[src/rtl/dec_pkg.sv]
// Shared ALU arithmetic definitions: default datapath width and the status flag bundle
// used by the arithmetic blocks.
package dec_pkg;

  localparam int ALU_WIDTH = 20;

  typedef struct packed {
    logic zero;
    logic neg;
    logic borrow;
  } alu_flags_t;

endpackage

[src/rtl/dec_core.sv]
// Combinational decrement-by-one with borrow detection and optional clamp at zero.
module dec_core #(
  parameter int WIDTH    = dec_pkg::ALU_WIDTH,
  parameter bit SATURATE = 1'b0
) (
  input  logic [WIDTH-1:0] operand,
  output logic [WIDTH-1:0] result,
  output logic             borrow
);

  // Borrow out of the chain happens only for a zero operand
  always_comb begin
    borrow = (operand == {WIDTH{1'b0}});
    if (borrow && SATURATE) begin
      result = {WIDTH{1'b0}};
    end else begin
      result = operand - {{(WIDTH-1){1'b0}}, 1'b1};
    end
  end

endmodule

[src/rtl/dec.sv]
// Registered decrementer: one-cycle latency, result and flags captured together,
// output holds when no qualified input arrives.
module dec
  import dec_pkg::*;
#(
  parameter int WIDTH    = ALU_WIDTH,
  parameter bit SATURATE = 1'b0
) (
  input  logic             clk,
  input  logic             rst,
  input  logic             in_valid,
  input  logic [WIDTH-1:0] data_input,
  output logic [WIDTH-1:0] decremented_output,
  output logic             out_valid,
  output logic             zero_flag,
  output logic             neg_flag,
  output logic             borrow_flag
);

  logic [WIDTH-1:0] next_result;
  logic             next_borrow;
  alu_flags_t       next_flags;

  logic [WIDTH-1:0] result_r;
  logic             valid_r;
  alu_flags_t       flags_r;

  dec_core #(
    .WIDTH   (WIDTH),
    .SATURATE(SATURATE)
  ) u_core (
    .operand(data_input),
    .result (next_result),
    .borrow (next_borrow)
  );

  // Flags derived from the same operand as the result so they never skew
  always_comb begin
    next_flags        = '0;
    next_flags.zero   = (next_result == {WIDTH{1'b0}});
    next_flags.neg    = next_result[WIDTH-1];
    next_flags.borrow = next_borrow;
  end

  // Output registers; reset wins over a coincident valid input
  always_ff @(posedge clk) begin
    if (rst) begin
      result_r <= {WIDTH{1'b0}};
      valid_r  <= 1'b0;
      flags_r  <= '0;
    end else if (in_valid) begin
      result_r <= next_result;
      valid_r  <= 1'b1;
      flags_r  <= next_flags;
    end else begin
      valid_r  <= 1'b0;
    end
  end

  assign decremented_output = result_r;
  assign out_valid          = valid_r;
  assign zero_flag          = flags_r.zero;
  assign neg_flag           = flags_r.neg;
  assign borrow_flag        = flags_r.borrow;

endmodule

[config.mk]
export PLATFORM = sky130hd
export DESIGN_NAME = dec
export DESIGN_NICKNAME = d
export VERILOG_FILES = /design/src/rtl/dec_pkg.sv /design/src/rtl/dec_core.sv /design/src/rtl/dec.sv
export SDC_FILE = /design/constraint.sdc
export NUM_CORES = 1
export LEC_CHECK = 0
export BUFFER_PORTS_ARGS = -buffer_cell sky130_fd_sc_hd__buf_2
export CAP_MARGIN = 20
export CORE_MARGIN = 10
export CORE_UTILIZATION = 49
export CTS_CLUSTER_DIAMETER = 60
export DETAILED_ROUTE_END_ITERATION = 7
export HOLD_SLACK_MARGIN = 0.08
export PLACE_DENSITY_LB_ADDON = 0.25
export SLEW_MARGIN = 20
export SYNTH_ARGS = -nofsm -noshare
export SYNTH_HDL_FRONTEND = slang
export SYNTH_SLANG_ARGS = --single-unit
[constraint.sdc]
create_clock -name clk -period 2 [get_ports clk]
set_input_delay 0.6 -clock clk [delete_from_list [all_inputs] [get_ports clk]]
set_output_delay 0.6 -clock clk [all_outputs]
set_load 0.03 [all_outputs]
Word level (Yosys, flattened, before mapping)
Index checks and enable logic that the tools add are counted.
- reduce and logical (&&, ||, !) cells: 2
- multiplexer cells: 1
- $add $sub $neg: 1
- operators with widths (operator ; number):
    20-bit logical NOT ; 2
    20-bit by 1-bit subtractor with 20-bit output (second input constant) ; 1
    1-bit 2-to-1 mux ; 1
- register bits after elaboration: 24
- input bits: 23
- word-level logic and storage cells: 9
- output and inout port bits: 24

Longest topological paths before layout
- depth in word-level cells: 2
- mapped depth: 8
- mapped depth without buffers: 8

By module
From an unflattened synthesis, not the netlist that was laid out.
- cell total of the unflattened synthesis: 135
- area total of the unflattened synthesis: 1337.5 um2
- by module, submodules not included (module ; cells an instance ; times used ; sequential area each (um2) ; area an instance (um2)):
    dec ; 81 ; 1 ; 460.4 ; 899.6
    dec_core ; 54 ; 1 ; 0.0 ; 437.9

Least setup slack after synthesis
No wires, ideal clock.
- kind: input-to-reg
- start point: input data_input[8]
- end point: register flags_r, in the netlist zero_flag
- path slack: 0.102 ns
- path buffers: 1
- data arrival time: 1.831 ns
- required time: 1.933 ns
- setup time: 0.067 ns
- stages on the path: 7
- cell sequence: clkbuf_1 nor4_4 nand4_1 nor3_2 xnor2_1 o2111ai_1 o21ai_2
- longest elaborated chain between the ends: 2
- RTL lines (element ; line ; RTL):
    start: declaration ; dec.sv:12 ; input logic [WIDTH-1:0] data_input,
    20-bit by 1-bit subtractor with 20-bit output ; dec_core.sv:17 ; result = operand - {{(WIDTH-1){1'b0}}, 1'b1};
    20-bit logical NOT ; dec.sv:40 ; next_flags.zero = (next_result == {WIDTH{1'b0}});
    end signal: assignment ; dec.sv:54 ; flags_r <= next_flags;
    end: declaration ; dec.sv:26 ; alu_flags_t flags_r;
Every way passes these cells.
A chain may end at the register's enable or synchronous reset.

Final worst setup path
- start point: input data_input[0]
- end point: register flags_r, in the netlist zero_flag
- longest elaborated chain between the ends: 2
- RTL lines (element ; line ; RTL):
    20-bit by 1-bit subtractor with 20-bit output ; dec_core.sv:17 ;
    net next_result[0] ; dec.sv:20 ; logic [WIDTH-1:0] next_result;
    20-bit logical NOT ; dec.sv:40 ;
The timed path passes the listed nets, and every way through them passes these cells.

==> flow_metrics.env <==
export IMPL_critical_path_required_ps=2260
export IMPL_grt_pass1_wl_um=6490
export IMPL_synthSimpleGateAreaFrac_pct=33.0
export IMPL_drt_pass1_iter_count=4
export IMPL_setup_viol=0
export IMPL_min_path_type="in2reg"
export IMPL_fill_cells=226
export IMPL_max_freq_mhz=539
export IMPL_yosysUniqueCellTypes=42
export IMPL_hold_start="rst"
export IMPL_intPower_uw=678
export IMPL_r2r_start="zero_flag$_SDFFE_PP0P_"
export IMPL_fin_skew_ps=0
export IMPL_layout_drive_gt1_share_pct=43.8
export IMPL_vias_per_cell=5.50
export IMPL_synth_compound_area_share_pct=17.9
export IMPL_cts_buffers=3
export IMPL_nNetsFinal=253
export IMPL_synth_ff_type="dfxtp_1"
export IMPL_postRouteAntennaNets=0
export IMPL_grt_setup_unrepaired="no"
export IMPL_yosysSeqAreaShare_pct=33.3
export IMPL_ys_ff_latch=23
export IMPL_final_cells=257
export IMPL_crit_path_end_kind="flip-flop"
export IMPL_multiInputGateArea_sq_um=871
export IMPL_final_hold_violation_count=0
export IMPL_muxShareOfSynthArea_pct=0
export IMPL_status="finished clean"
export IMPL_wl_per_cell_um=15.2
export IMPL_ioPinCount=47
export IMPL_async_reset_ff_share_pct=0
export IMPL_crit_slowest_cell="nor4b_1"
export IMPL_synth_fa_ha_area_share_pct=2.71
export IMPL_postLayoutCoreUtil_pct=68.3
export IMPL_hold_buffers=0
export IMPL_p_per_area_nw_per_um2=545
export IMPL_port_buffers=46
export IMPL_antenna_found_initial=0
export IMPL_drt_iter0_markers=103
export IMPL_vias=1414
export IMPL_synth_top_family_by_area="simple AND/OR/NAND/NOR gates"
export IMPL_dpl_instance_area_sq_um=1830
export IMPL_whs_ps=473
export IMPL_ir_drop_mv=0.407
export IMPL_max_cap_violations=0
export IMPL_die_h_um=73.1
export IMPL_period_share_pct=92.8
export IMPL_synth_area_sq_um=1380
export IMPL_cts_root_buf="clkbuf_4"
export IMPL_ff_latch_area_sq_um=460
export IMPL_cts_tree="done"
export IMPL_maxSlewViolCount=0
export IMPL_cts_sinks=23
export IMPL_synth_fp_nets=183
export IMPL_grtUsageTotal_pct=14.9
export IMPL_dp_hpwl_um=3260
export IMPL_clkTransAtPathRegs_ps=130
export IMPL_swShare_pct=33.4
export IMPL_crit_path_start="data_input[0]"
export IMPL_critPathMaxStageDelay_ps=280
export IMPL_clk_latency_ps=310
export IMPL_drc=0
export IMPL_relSlewSlack_pct=76.0
export IMPL_drt_wl_total_um=3910
export IMPL_dieArea_sq_um=5350
export IMPL_switching_power_uw=340
export IMPL_combPwrFrac_pct=29.3
export IMPL_grt_pass1_vias=1420
export IMPL_path_cells="buf_2 -> inv_1 -> ha_1 -> nor4b_1 -> nand4_1 -> xor2_1 -> and3_1 -> o2111ai_1 -> o21ai_2"
export IMPL_seqPwrFrac_pct=49.2
export IMPL_initial_core_util_pct=50.6
export IMPL_worst_pin_slew_ps=358
export IMPL_min_period_ps=1860
export IMPL_power_static_leakage_uw=0.000770
export IMPL_crit_path_start_kind="primary input"
export IMPL_htreeDepth=1
export IMPL_place_inst=253
export IMPL_worstPathArrival_ps=2120
export IMPL_synth_xor_area_share_pct=8.87
export IMPL_yosys_warnings=0
export IMPL_crit_type="in2reg"
export IMPL_post_cts_setup_buffers=0
export IMPL_die_w_um=73.1
export IMPL_clock_path_buffers=2
export IMPL_coreArea_sq_um=2730
export IMPL_synthCells=157
export IMPL_area_growth_pct=35.0
export IMPL_grt_max_degree=23
export IMPL_avgSynthCellArea_sq_um=8.81
export IMPL_synth_edf_count=0
export IMPL_fin_area_sq_um=1870
export IMPL_cp_max_fo=4
export IMPL_place_congestion=0.924
export IMPL_clkPwrFrac_pct=21.5
export IMPL_diodes=0
export IMPL_rows=19
export IMPL_gr_total_overflow=0
synth_stat cells, types with 2 or more instances:
master | number | area, sq um
a211oi_1 | 14 | 105
a211oi_2 | 2 | 25.0
a21oi_1 | 3 | 15.0
a311oi_1 | 4 | 35.0
clkbuf_1 | 10 | 37.5
dfxtp_1 | 23 | 460
ha_1 | 3 | 37.5
inv_1 | 2 | 7.51
nand2_1 | 11 | 41.3
nand4_1 | 5 | 31.3
nor2_1 | 27 | 101
nor2_2 | 2 | 12.5
nor3_1 | 2 | 10.0
nor3_2 | 3 | 30.0
nor4_1 | 2 | 12.5
nor4_4 | 4 | 85.1
o31ai_1 | 2 | 15.0
or3_1 | 2 | 12.5
xnor2_1 | 8 | 70.1
xor2_1 | 6 | 52.6
placed cells by master (no fill, tap or decap), types with 3 or more instances in the layout:
cell type | synthesis | final
a311oi_1 | 4 | 4
nand4_1 | 5 | 5
a21oi_1 | 3 | 3
clkbuf_4 | 0 | 3
xor2_1 | 6 | 6
nor3_2 | 3 | 3
nor2_1 | 27 | 27
ha_1 | 3 | 3
buf_2 | 1 | 46
dfxtp_1 | 23 | 23
nand2_1 | 11 | 11
xnor2_1 | 8 | 8
a211oi_1 | 14 | 14
buf_4 | 1 | 31
nor4_4 | 4 | 4
metal layers:
metal / global-route usage, % / vias up / routed length, um
met5: 0 / - / 0
met4: 3.80 / 0 / 38
met3: 4.35 / 5 / 277
met2: 25.4 / 46 / 1960
met1: 17.6 / 658 / 1630
li1: - / 705 / -
worst max-delay path: cells and delay by family:
family | cells | cell delay (ps)
AND/OR/NAND/NOR | 3 | 630
AO/OA/AOI/OAI | 2 | 270
buffers and inverters | 2 | 220
XOR/XNOR | 1 | 220
adder cells (fa/ha/maj) | 1 | 160
power groups by stage:
stage               Clock, uW  Sequential [uW]  Combinational, uW
floorplan                   0              571                108
global placement            0              510                292
detailed placement          0              511                298
CTS                       222              501                300
global route              237              504                323
finish                    219              501                298
final cells by class:
class                           count  share of cell area (%)
Clock buffer                        4                    1.41
Inverter                            2                   0.402
Multi-Input combinational cell    120                    46.6
Sequential cell                    23                    24.7
Tap cell                           31                    2.08
Timing Repair Buffer               77                    24.8
flip-flops by register name, indices dropped and copies added, names as in the netlist:
signal and flops:
decremented_output 20, borrow_flag 1, out_valid 1, zero_flag 1
path summary, 6_finish.rpt:
check | to | slack, ps | depth (start not counted)
worst max-delay path | zero_flag$_SDFFE_PP0P_ | 140 | 9
worst min-delay path | out_valid$_SDFF_PP0_ | 470 | 2
worst max register to register | zero_flag$_SDFFE_PP0P_ | 1080 | 2
worst min register to register | decremented_output[0]$_SDFFE_PP0P_ | 480 | 2
kinds of logic after synthesis:
| group | after synthesis |
|---|---|
| AO/OA/AOI/OAI | 31 |
| AND/OR/NAND/NOR | 72 |
| buffers and inverters | 14 |
| XOR/XNOR | 14 |
| flip-flops | 23 |
| adder cells (fa/ha/maj) | 3 |
per-stage QoR:
step	TNS (ps)	setup WS (ps)	power, uW
after global placement	-149	-120	802
after CTS	0	141	1020
after global routing	0	30.0	1060
after detailed placement	-408	-179	810
final	0	143	1020
after floorplan	0	102	679
what timing repair did:
item	CTS	global route
endpoints found under the setup margin	0	1
gates resized for setup	0	1
hold endpoints to repair	0	0
No activity file was read; power rests on OpenSTA's default activity.
